===== src/rtl/outport_vc_arbiter.sv =====
// rtl/outport_vc_arbiter.sv - output-port flit arbiter with per-VC wormhole locks and credits
// Round-robin over inputs; a locked VC only accepts flits from its owning input.
module outport_vc_arbiter #(
  parameter int NUM_INPORTS  = 4,
  parameter int NUM_VCS      = 2,
  parameter int FLIT_W       = 32,
  parameter int CREDIT_DEPTH = 8,
  parameter int VC_W         = (NUM_VCS > 1) ? $clog2(NUM_VCS) : 1,
  parameter int CNT_W        = $clog2(CREDIT_DEPTH + 1)
) (
  input  logic                                CLK,
  input  logic                                nRST,
  input  logic [NUM_INPORTS-1:0]              req,
  input  logic [NUM_INPORTS-1:0][VC_W-1:0]    req_vc,
  input  logic [NUM_INPORTS-1:0][FLIT_W-1:0]  req_flit,
  input  logic [NUM_INPORTS-1:0]              req_last,
  output logic [NUM_INPORTS-1:0]              grant,
  output logic                                out_valid,
  output logic [FLIT_W-1:0]                   out_flit,
  output logic [VC_W-1:0]                     out_vc,
  output logic                                out_last,
  input  logic [NUM_VCS-1:0]                  credit_return,
  output logic [NUM_VCS-1:0][CNT_W-1:0]       credit_cnt,
  output logic [NUM_VCS-1:0]                  vc_locked,
  output logic                                credit_err
);

  localparam int IDX_W = (NUM_INPORTS > 1) ? $clog2(NUM_INPORTS) : 1;
  localparam logic [CNT_W-1:0] FULL = CNT_W'(CREDIT_DEPTH);

  logic [IDX_W-1:0]                  rr_q, rr_d;
  logic [NUM_VCS-1:0]                vc_locked_q, vc_locked_d;
  logic [NUM_VCS-1:0][IDX_W-1:0]     owner_q, owner_d;
  logic [NUM_VCS-1:0][CNT_W-1:0]     credit_cnt_q, credit_cnt_d;
  logic                              credit_err_q, credit_err_d;
  logic                              out_valid_q, out_valid_d;
  logic [FLIT_W-1:0]                 out_flit_q, out_flit_d;
  logic [VC_W-1:0]                   out_vc_q, out_vc_d;
  logic                              out_last_q, out_last_d;

  logic [NUM_INPORTS-1:0]            eligible;
  logic                              found;
  logic [IDX_W-1:0]                  gidx;
  logic [IDX_W-1:0]                  cand;
  logic [VC_W-1:0]                   gvc;
  logic [NUM_VCS-1:0]                sent_vc;

  always_comb begin
    eligible = '0;
    for (int i = 0; i < NUM_INPORTS; i++) begin
      eligible[i] = req[i] && (credit_cnt_q[req_vc[i]] != '0) &&
                    (!vc_locked_q[req_vc[i]] || (owner_q[req_vc[i]] == IDX_W'(i)));
    end

    // First eligible input at or after the round-robin pointer wins.
    found = 1'b0;
    gidx  = '0;
    cand  = '0;
    for (int off = 0; off < NUM_INPORTS; off++) begin
      cand = IDX_W'((int'(rr_q) + off) % NUM_INPORTS);
      if (!found && eligible[cand]) begin
        found = 1'b1;
        gidx  = cand;
      end
    end
    gvc = req_vc[gidx];

    grant = '0;
    if (found && nRST) begin
      grant[gidx] = 1'b1;
    end

    sent_vc = '0;
    for (int v = 0; v < NUM_VCS; v++) begin
      sent_vc[v] = found && (gvc == VC_W'(v));
    end
  end

  always_comb begin
    rr_d         = rr_q;
    vc_locked_d  = vc_locked_q;
    owner_d      = owner_q;
    credit_cnt_d = credit_cnt_q;
    credit_err_d = credit_err_q;
    out_valid_d  = found;
    out_flit_d   = out_flit_q;
    out_vc_d     = out_vc_q;
    out_last_d   = out_last_q;

    if (found) begin
      rr_d = (gidx == IDX_W'(NUM_INPORTS - 1)) ? '0 : gidx + IDX_W'(1);
      // A tail releases the VC; any other flit (re)claims it, so single-flit packets never hold it.
      vc_locked_d[gvc] = !req_last[gidx];
      if (!req_last[gidx]) begin
        owner_d[gvc] = gidx;
      end
      out_flit_d = req_flit[gidx];
      out_vc_d   = gvc;
      out_last_d = req_last[gidx];
    end

    for (int v = 0; v < NUM_VCS; v++) begin
      if (credit_return[v] && !sent_vc[v]) begin
        if (credit_cnt_q[v] == FULL) begin
          credit_err_d = 1'b1;
        end else begin
          credit_cnt_d[v] = credit_cnt_q[v] + CNT_W'(1);
        end
      end else if (sent_vc[v] && !credit_return[v]) begin
        credit_cnt_d[v] = credit_cnt_q[v] - CNT_W'(1);
      end
    end
  end

  always_ff @(posedge CLK or negedge nRST) begin
    if (!nRST) begin
      rr_q         <= '0;
      vc_locked_q  <= '0;
      owner_q      <= '0;
      credit_cnt_q <= {NUM_VCS{FULL}};
      credit_err_q <= 1'b0;
      out_valid_q  <= 1'b0;
      out_flit_q   <= '0;
      out_vc_q     <= '0;
      out_last_q   <= 1'b0;
    end else begin
      rr_q         <= rr_d;
      vc_locked_q  <= vc_locked_d;
      owner_q      <= owner_d;
      credit_cnt_q <= credit_cnt_d;
      credit_err_q <= credit_err_d;
      out_valid_q  <= out_valid_d;
      out_flit_q   <= out_flit_d;
      out_vc_q     <= out_vc_d;
      out_last_q   <= out_last_d;
    end
  end

  assign out_valid  = out_valid_q;
  assign out_flit   = out_flit_q;
  assign out_vc     = out_vc_q;
  assign out_last   = out_last_q;
  assign credit_cnt = credit_cnt_q;
  assign vc_locked  = vc_locked_q;
  assign credit_err = credit_err_q;

endmodule


===== config.mk =====
export PLATFORM = sky130hd
export DESIGN_NAME = outport_vc_arbiter
export DESIGN_NICKNAME = d
export VERILOG_FILES = /design/src/rtl/outport_vc_arbiter.sv
export SDC_FILE = /design/constraint.sdc
export NUM_CORES = 1
export LEC_CHECK = 0
export ABC_AREA = 1
export BUFFER_PORTS_ARGS = -buffer_cell sky130_fd_sc_hd__buf_2
export CORE_MARGIN = 2
export CORE_UTILIZATION = 49
export CTS_CLUSTER_SIZE = 25
export DETAILED_ROUTE_END_ITERATION = 8
export PLACE_DENSITY = 0.86
export SLEW_MARGIN = 5
export SYNTH_ARGS = -nofsm -noshare
export SYNTH_HDL_FRONTEND = slang
export SYNTH_SLANG_ARGS = --single-unit

===== constraint.sdc =====
create_clock -name CLK -period 5.3 [get_ports CLK]
set_input_delay 1.06 -clock CLK [delete_from_list [all_inputs] [get_ports CLK]]
set_output_delay 1.06 -clock CLK [all_outputs]
set_load 0.005 [all_outputs]

Word-level counts from Yosys, hierarchy flattened

Index checks and enable logic that the tools add are counted.
W data, S select, Z words.

Reduce and logical (&&, ||, !) cells: 46
Bitwise gates (word level): 2
Muxes and demuxes: 66
Order comparisons: 12
Add/subtract/negate cells: 8
Equality and inequality tests: 8

Operators with widths:

| operator              | count |
|---|---|
| $bmux W32 S2          | 1 |
| $mux W4               | 15 |
| $mux W32              | 1 |
| $mux W2               | 14 |
| $mux W1               | 24 |
| $logic_and A1 B1 Y1   | 20 |
| $reduce_bool A4 Y1    | 4 |
| $lt A2 B3 Y1 const B  | 5 |
| $bmux W1 S2           | 6 |
| $logic_not A1 Y1      | 12 |
| $lt A1 B2 Y1 const B  | 5 |
| $add A4 B1 Y4 const B | 2 |
| $eq A4 B4 Y1 const B  | 2 |
| $sub A4 B1 Y4 const B | 2 |
| $eq A2 B2 Y1 const B  | 3 |
| $reduce_and A2 Y1     | 3 |
| $add A2 B1 Y2 const B | 2 |
| $add A2 B2 Y2 const B | 2 |
| $bwmux W4             | 1 |
| $logic_or A1 B1 Y1    | 4 |
| $ne A2 B2 Y1 const B  | 2 |
| $reduce_bool A2 Y1    | 2 |
| $bwmux W2             | 1 |
| $demux W1 S2          | 1 |
| 7 further kinds       | 8 |

Input port bits: 144
Flip-flop bits (word level): 52
Word-level logic and storage cells: 153
Output and inout port bits: 50

Depth between registers and ports, before layout

Gate-level depths: netlist of the first run.

Word-level depth: 26
Mapped depth: 28
Mapped depth without buffers: 28

Least setup slack after synthesis of the first run

No wires, ideal clock.

Path type: input to output
From: in req_vc[3] in the netlist's numbering
To: out grant[3]
Buffers on the path: 2
Cell stages on the path: 16
Data required time: 4.240 ns
Arrival time: 2.591 ns
Slack: 1.649 ns
Cells stage by stage: inv_1 > nand3_1 > nand2_1 > nand3_1 > nand3_1 > nand2_2 > nand2_2 > nand2_1 > nand2_2 > nand3_4 > inv_2 > buf_2 > buf_2 > ha_1 > inv_1 > nor2_1

Word-level cells in the longest chain between the ends: 22
Elaborated cells between the ends (all ways): 41
Those cells by class: 2 x order compare; 1 x eq/ne; 25 x mux; 13 x reduce/logical

Ends and longest elaborated chain:

| item                                                                      | line   | text |
|---|---|---|
| start: declaration                                                        | 14     | `input logic [NUM_INPORTS-1:0][VC_W-1:0] req_vc,` |
| $mux W4 (implied by the code), or another cell as far along (2 in a row)  | 51     | `eligible[i] = req[i] && (credit_cnt_q[req_vc[i]] != '0) &&` |
| $reduce_bool A4 Y1, or another cell as far along                          | 51     |  |
| $logic_and A1 B1 Y1 / $logic_or A1 B1 Y1 (equally long branches)          | 51, 52 |  |
| $logic_and A1 B1 Y1 (*)                                                   | 51     |  |
| $bmux W1 S2                                                               | 61     | `if (!found && eligible[cand]) begin` |
| $mux W1 (implied by the code)                                             | 61     |  |
| $mux W1                                                                   | 61     |  |
| $logic_not A1 Y1                                                          | 61     |  |
| [6 not listed]                                                            | -      |  |
| $logic_and A1 B1 Y1                                                       | 61     |  |
| $mux W2 (*)                                                               | 61     |  |
| named net gidx[0]                                                         | 43     | `logic [IDX_W-1:0] gidx;` |
| $lt A2 B3 Y1 (implied by the code) / $ge A2 B1 Y1 (equally long branches) | 70     | `grant[gidx] = 1'b1;` |
| $logic_and A1 B1 Y1 (implied by the code)                                 | 70     |  |
| $mux W1 (implied by the code)                                             | 70     |  |
| $demux W1 S2 (*)                                                          | 70     |  |
| $mux W4 (*)                                                               | 69     | `if (found && nRST) begin` |
| end: declaration                                                          | 17     | `output logic [NUM_INPORTS-1:0] grant,` |

The timed path passes the listed nets; every way through them passes the cells marked *. The select of a mux whose other input is x is not followed.

Final worst setup path of the first run

From: in req_vc[0] in the netlist's numbering
To: out grant[3]

Word-level cells in the longest chain between the ends: 22
Elaborated cells between the ends (all ways): 41
Those cells by class: 2 x order compare; 25 x mux; 14 x reduce/logical

Ends and longest elaborated chain:

| item                                                                      | line |
|---|---|
| $mux W4 (implied by the code), or another cell as far along (2 in a row)  | 51 |
| $reduce_bool A4 Y1, or another cell as far along                          | 51 |
| $logic_and A1 B1 Y1 / $logic_or A1 B1 Y1 (equally long branches)          | 51, 52 |
| $logic_and A1 B1 Y1 (*)                                                   | 51 |
| $bmux W1 S2                                                               | 61 |
| $mux W1 (implied by the code)                                             | 61 |
| $mux W1                                                                   | 61 |
| $logic_not A1 Y1                                                          | 61 |
| [5 not listed]                                                            | - |
| $logic_not A1 Y1                                                          | 61 |
| $logic_and A1 B1 Y1                                                       | 61 |
| $mux W2                                                                   | 61 |
| $lt A2 B3 Y1 (implied by the code) / $ge A2 B1 Y1 (equally long branches) | 70 |
| $logic_and A1 B1 Y1 (implied by the code)                                 | 70 |
| $mux W1 (implied by the code)                                             | 70 |
| $demux W1 S2                                                              | 70 |
| $mux W4 (*)                                                               | 69 |

Mark *: on every way between the ends. The rest lies on a longest branch, timed or not. The select of a mux whose other input is x is not followed.

==> metrics.yaml, run 1 <==
outcome:
  status: "completed"
placement:
  portBuffers: 193
  gp_congestion: 0.964
  dpl_cell_area_um2: 4650
  dp_hpwl_mm: 8.49
logic_synthesis:
  ys_seq_area_share_pct: 35.7
  yosysMostFrequentCell: "nor2_1"
  ys_top_cells_by_area: "dfrtp_1, nor2_1, o21ai_0"
  synth_cell_type_count: 28
  synth_top_area_share_pct: 34.3
  ys_seq_elements: 52
  synth_edf_count: 0
  yosysWarningCount: 0
  synth.avg_cell_area_um2: 7.15
  synth_ff_type: "dfrtp_1"
  netlist_area_um2: 3650
  yosysTopAreaCell: "dfrtp_1"
  async_flop_share_pct: 100
  syn_nets: 665
  synthCells: 511
  netlist_top_cells_count: "nor2_1, nand2_1, o21ai_0, dfrtp_1, nand3_1"
layout:
  regArea_um2: 1300
  nFillCells: 643
  area_delta_synth_final_pct: 29.7
  drive_above_1_share_pct: 33.5
  design_area_um2: 4740
  diodes: 0
  nNetsFinal: 840
  multi_input_area_um2: 2110
detailed_routing:
  drtAntennaViolNets: 0
  vias: 4269
  viasPerCell: 5.43
  met3_length_um: 878
  first_pass_iters: 5
  topRoutingLayerUsed: "met4"
  wl_met1_mm: 4.34
  wl_met2_mm: 5.61
  wl_per_cell_um: 14.1
  drc_errors: 0
  drt_first_iter_violations: 237
  drt_wl_total_mm: 11.1
floorplan:
  chipHeight_um: 90.3
  die_w_um: 90.3
  num_rows: 31
  die_area_um2: 8160
  start_util_pct: 50.4
  ioPinCount: 194
  core-area_um2: 7250
clock_tree:
  clock_path_buffers: 2
  ctsHoldBuffers: 0
  cts_tree: "built"
  cts_setup_buffers: 0
  cts_buffers: 5
  htreeDepth: 2
  clk_pin_slew_worst_paths_ns: 0.08
  numClockSinks: 52
  clk_latency_ns: 0.30
  root_buffer: "clkbuf_8"
  cts-resized-gates: 0
timing:
  fin_setup_tns_ns: 0
  final-hold-violation-count: 0
  setup_viol: 0
  worst_pin_slew_ns: 0.693
  fmax_mhz: 230
  fin_crit_sh_pct: 82.2
  fin_crit_ns: 4.36
  rsz0062_at_grt: "no"
  relSlewSlack_pct: 53.8
  slew_viol_final: 0
  skew_ns: 0.0140
setup_path:
  worst-path-max-fanout: 34
  cp.arrival_ns: 3.30
  start_kind: "primary input"
  worstSetupPathType: "primary input to output pin"
  cp.required_ns: 4.24
  worstSetupEndpointType: "output pin"
global_routing:
  grt_pass1_wl_mm: 17.9
  grt_usage_pct: 26.5
  antenna_found_initial: 0
  grt_max_degree: 68
  grt_remaining_overflow: 0
  grt_pass1_vias: 3926
job:
  maxCapViolCount: 0
min_path:
  hp-class: "flop to flop"
cells in the final DEF (no fill, tap or decap), drive strengths merged, types with 7 or more instances in the layout:
master / Yosys / final
buf: 15 / 198
nor2: 105 / 105
nand2: 82 / 82
o21ai: 77 / 77
dfrtp: 50 / 50
nand3: 41 / 41
o21bai: 34 / 34
a31oi: 34 / 34
inv: 30 / 30
ha: 8 / 8
nand4: 8 / 8
clkbuf: 15 / 7
final timing paths:
path,endpoint,slack (ns),startpoint,depth (start not counted)
max,grant[3],0.94,req_vc[0],14
min,credit_cnt[7]$_DFFE_PN1P_,0.49,credit_cnt[7]$_DFFE_PN1P_,2
max reg2reg,credit_cnt[3]$_DFFE_PN1P_,1.48,credit_cnt[0]$_DFFE_PN0P_,23
min reg2reg,credit_cnt[7]$_DFFE_PN1P_,0.49,credit_cnt[7]$_DFFE_PN1P_,2
max in group asynchronous,out_flit[18]$_DFFE_PN0N_,3.96,nRST,2
min in group asynchronous,out_vc$_DFFE_PN0N_,0.87,nRST,2
final cells by class:
type / count / share of cell area [%]
multi-input cells: 399 / 44.6
clock buffers: 7 / 1.61
repair buffers: 198 / 21.2
clock inverters: 1 / 0.106
well taps: 99 / 2.62
flip-flops and latches: 52 / 27.5
inverters: 30 / 2.38
stage by stage:
stage                     worst slack (ns)  instances  utilization [%]  hold WS (ns)
after floorplan                       1.65        511                -         0.472
after global placement                1.09        778             64.2         0.463
after detailed placement             0.959        778             64.2         0.469
after CTS                            0.962        786             65.3         0.490
after global routing                 0.700        786             65.3         0.530
final                                0.944        786             65.3         0.489
logic make-up after synthesis:
group / count (synthesis) / share of synthesized area [%]
AND/OR/NAND/NOR: 237 / 28.6
AO/OA/AOI/OAI: 147 / 23.9
buffers and inverters: 60 / 6.75
adder cells (fa/ha/maj): 10 / 3.84
flip-flops: 52 / 35.7
XOR/XNOR: 5 / 1.20
per-layer routing:
layer | vias to the layer above | global-route usage, %
li1 | 2078 | -
met1 | 1949 | 31.1
met2 | 210 | 47.8
met3 | 32 | 5.76
met4 | 0 | 9.23
met5 | - | 0
sequential cells by signal (all words and copies together) (netlist names):
signal,flops
rr_q,2
credit_err,1
vc_locked,2
out_valid,1
credit_cnt,8
out_vc,1
owner_q,4
out_last,1
out_flit,32
critical path, stage by stage:
cell and delay (ns):
buf_2 0.11, inv_1 0.04, nand3_1 0.08, nand2_1 0.08, nand3_1 0.09, nand2_1 0.13
o21ai_4 0.24, nand4_4 0.42, nand3_4 0.30, inv_2 0.22, ha_1 0.25, inv_1 0.08
nor2_1 0.05, buf_2 0.12
Power of run 1 is left out: the tool's default activity adds up to more than one toggle a clock period on the data nets, which glitch-free logic cannot reach.
==> run 2: changes to the inputs <==
--- a/config.mk
+++ b/config.mk
@@ -8,10 +8,10 @@
 export ABC_AREA = 1
 export BUFFER_PORTS_ARGS = -buffer_cell sky130_fd_sc_hd__buf_2
 export CORE_MARGIN = 2
-export CORE_UTILIZATION = 49
+export CORE_UTILIZATION = 46
 export CTS_CLUSTER_SIZE = 25
 export DETAILED_ROUTE_END_ITERATION = 8
-export PLACE_DENSITY = 0.86
+export PLACE_DENSITY = 0.82
 export SLEW_MARGIN = 5
 export SYNTH_ARGS = -nofsm -noshare
 export SYNTH_HDL_FRONTEND = slang
==> constraint.sdc (replaced) <==
create_clock -name CLK -period 4.1 [get_ports CLK]
set_input_delay 0.82 -clock CLK [delete_from_list [all_inputs] [get_ports CLK]]
set_output_delay 0.82 -clock CLK [all_outputs]
set_load 0.005 [all_outputs]
==> metrics.yaml, run 2 (same netlist as run 1, synthesis figures left out) <==
setup_path:
  worst-path-max-fanout: 35
  path_depth: 15
  slowest_stage: "dfstp_2"
  worstSetupPathType: "flop to output pin"
  worstReg2RegEnd: "credit_cnt[3]$_DFFE_PN1P_"
  cp.required_ns: 3.28
  cp-startpoint: "credit_cnt[3]$_DFFE_PN1P_"
  crit_path_cell_trace: "nor2_1 -> nand2_2 -> nand3_1 -> nand2_1 -> nand3_1 -> nand3_1 -> nand2_1 -> nand4_1 -> nand3_1 -> nand2_2 -> buf_4 -> ha_1 -> inv_1 -> nor2_1 -> buf_2"
  path_buf_inv: 3
  ff2ff_path_depth: 25
  start_kind: "flop"
  cp_common_cell: "nand3_1"
  cp-endpoint: "grant[1]"
  crit_family: "simple AND/OR/NAND/NOR gates"
  regToRegStartpoint: "credit_cnt[0]$_DFFE_PN0P_"
  slowest_delay_ns: 0.58
  rrSetupSlack_ns: 0.74
  worstSetupEndpointType: "output pin"
  cp.arrival_ns: 2.75
outcome:
  status: "completed"
timing:
  relSlewSlack_pct: 54.4
  final-hold-violation-count: 0
  setup_viol: 0
  fin_setup_tns_ns: 0
  fmax_mhz: 280
  fin_crit_ns: 3.57
  worst_pin_slew_ns: 0.683
  fin_crit_sh_pct: 87.1
  slew_viol_final: 0
  rsz0062_at_grt: "no"
  skew_ns: 0.0129
  hold_slack_ns: 0.493
global_routing:
  antenna_found_initial: 0
  grt_max_degree: 65
  grt_pass1_wl_mm: 17.2
  grt_remaining_overflow: 0
  grt_usage_pct: 24.6
  grt_pass1_vias: 3836
layout:
  layout_common_cells: "buf_2, nor2_1, nand2_1"
  nFillCells: 724
  final-instance-count-excl-fill: 792
  mostFrequentLayoutCell: "buf_2"
  area_delta_synth_final_pct: 31.1
  nNetsFinal: 843
  drive_above_1_share_pct: 33.9
  largest_reg_flops: 32
  diodes: 0
floorplan:
  start_util_pct: 47.3
  die_area_um2: 8670
  ioPinCount: 194
  chipHeight_um: 93.1
  num_rows: 32
  die_w_um: 93.1
  core-area_um2: 7730
clock_tree:
  cts_tree: "built"
  cts-resized-gates: 0
  cts_buffers: 5
  root_buffer: "clkbuf_8"
  clk_pin_slew_worst_paths_ns: 0.10
  clk_latency_ns: 0.30
  cts_setup_buffers: 0
  clock_path_buffers: 2
  htreeDepth: 2
  ctsHoldBuffers: 0
  numClockSinks: 52
detailed_routing:
  drtAntennaViolNets: 0
  first_pass_iters: 5
  wl_per_cell_um: 13.2
  drt_wl_total_mm: 10.5
  viasPerCell: 5.19
  drt_first_iter_violations: 204
  drc_errors: 0
  vias: 4112
job:
  maxCapViolCount: 0
min_path:
  hp-class: "flop to flop"
placement:
  dp_hpwl_mm: 8.15
  portBuffers: 193
  gp_congestion: 0.912
  placedCellCount: 784
run 2: worst min-delay path by stage:
stage | startpoint | to | slack, ns | cells after the start
floorplan | credit_cnt[7]$_DFFE_PN1P_ | credit_cnt[7]$_DFFE_PN1P_ | 0.47 | 2
global placement | out_last$_DFFE_PN0N_ | out_last$_DFFE_PN0N_ | 0.47 | 2
detailed placement | out_vc$_DFFE_PN0N_ | out_vc$_DFFE_PN0N_ | 0.47 | 2
CTS | out_last$_DFFE_PN0N_ | out_last$_DFFE_PN0N_ | 0.49 | 2
global route | credit_cnt[7]$_DFFE_PN1P_ | credit_cnt[7]$_DFFE_PN1P_ | 0.52 | 2
finish | out_vc$_DFFE_PN0N_ | out_vc$_DFFE_PN0N_ | 0.49 | 2
run 2: layout make-up:
cell class | instances | area (µm²) | share of cell area [%]
Timing Repair Buffer | 201 | 1030 | 21.4
Multi-Input combinational cell | 399 | 2110 | 44.1
Tap cell | 102 | 128 | 2.67
Clock inverter | 2 | 35.0 | 0.732
Sequential cell | 52 | 1300 | 27.2
Inverter | 30 | 113 | 2.35
Clock buffer | 6 | 72.6 | 1.52
run 2: worst register-to-register path: stages, from the launching register on:
cell	delay, ns
dfrtp_1	0.46
nor2_2	0.17
nand2_2	0.11
nand3_1	0.10
nand2_1	0.07
nand3_1	0.09
nand2_1	0.13
o21ai_4	0.24
nand4_1	0.13
nand3_1	0.11
nand2_2	0.09
inv_1	0.15
nand3_2	0.11
nand2_2	0.11
nand2_4	0.07
nand2_1	0.15
ha_1	0.30
nand2_1	0.09
nand2_1	0.05
a31oi_1	0.20
inv_1	0.08
nand4_1	0.11
nand2_1	0.06
nand2_1	0.05
nand2_1	0.04
inv_1	0.04
run 2: routing by layer:
layer | share of wire (%) | global-route usage [%] | vias up
met2 | 50 | 43.6 | 153
met3 | 7.4 | 5.72 | 8
li1 | - | - | 2085
met5 | 0 | 0 | -
met4 | 1.0 | 4.53 | 0
met1 | 42 | 30.9 | 1866
run 2: stage by stage:
stage | cell area (µm²) | worst slack [ns] | util, %
2_1_floorplan | 3650 | 0.929 | -
3_3_place_gp | 4680 | 0.728 | 60.6
3_5_place_dp | 4680 | 0.557 | 60.6
4_1_cts | 4790 | 0.518 | 62.0
5_1_grt | 4790 | 0.247 | 62.0
6_report | 4790 | 0.528 | 62.0
Power of run 2 is left out for the same reason.
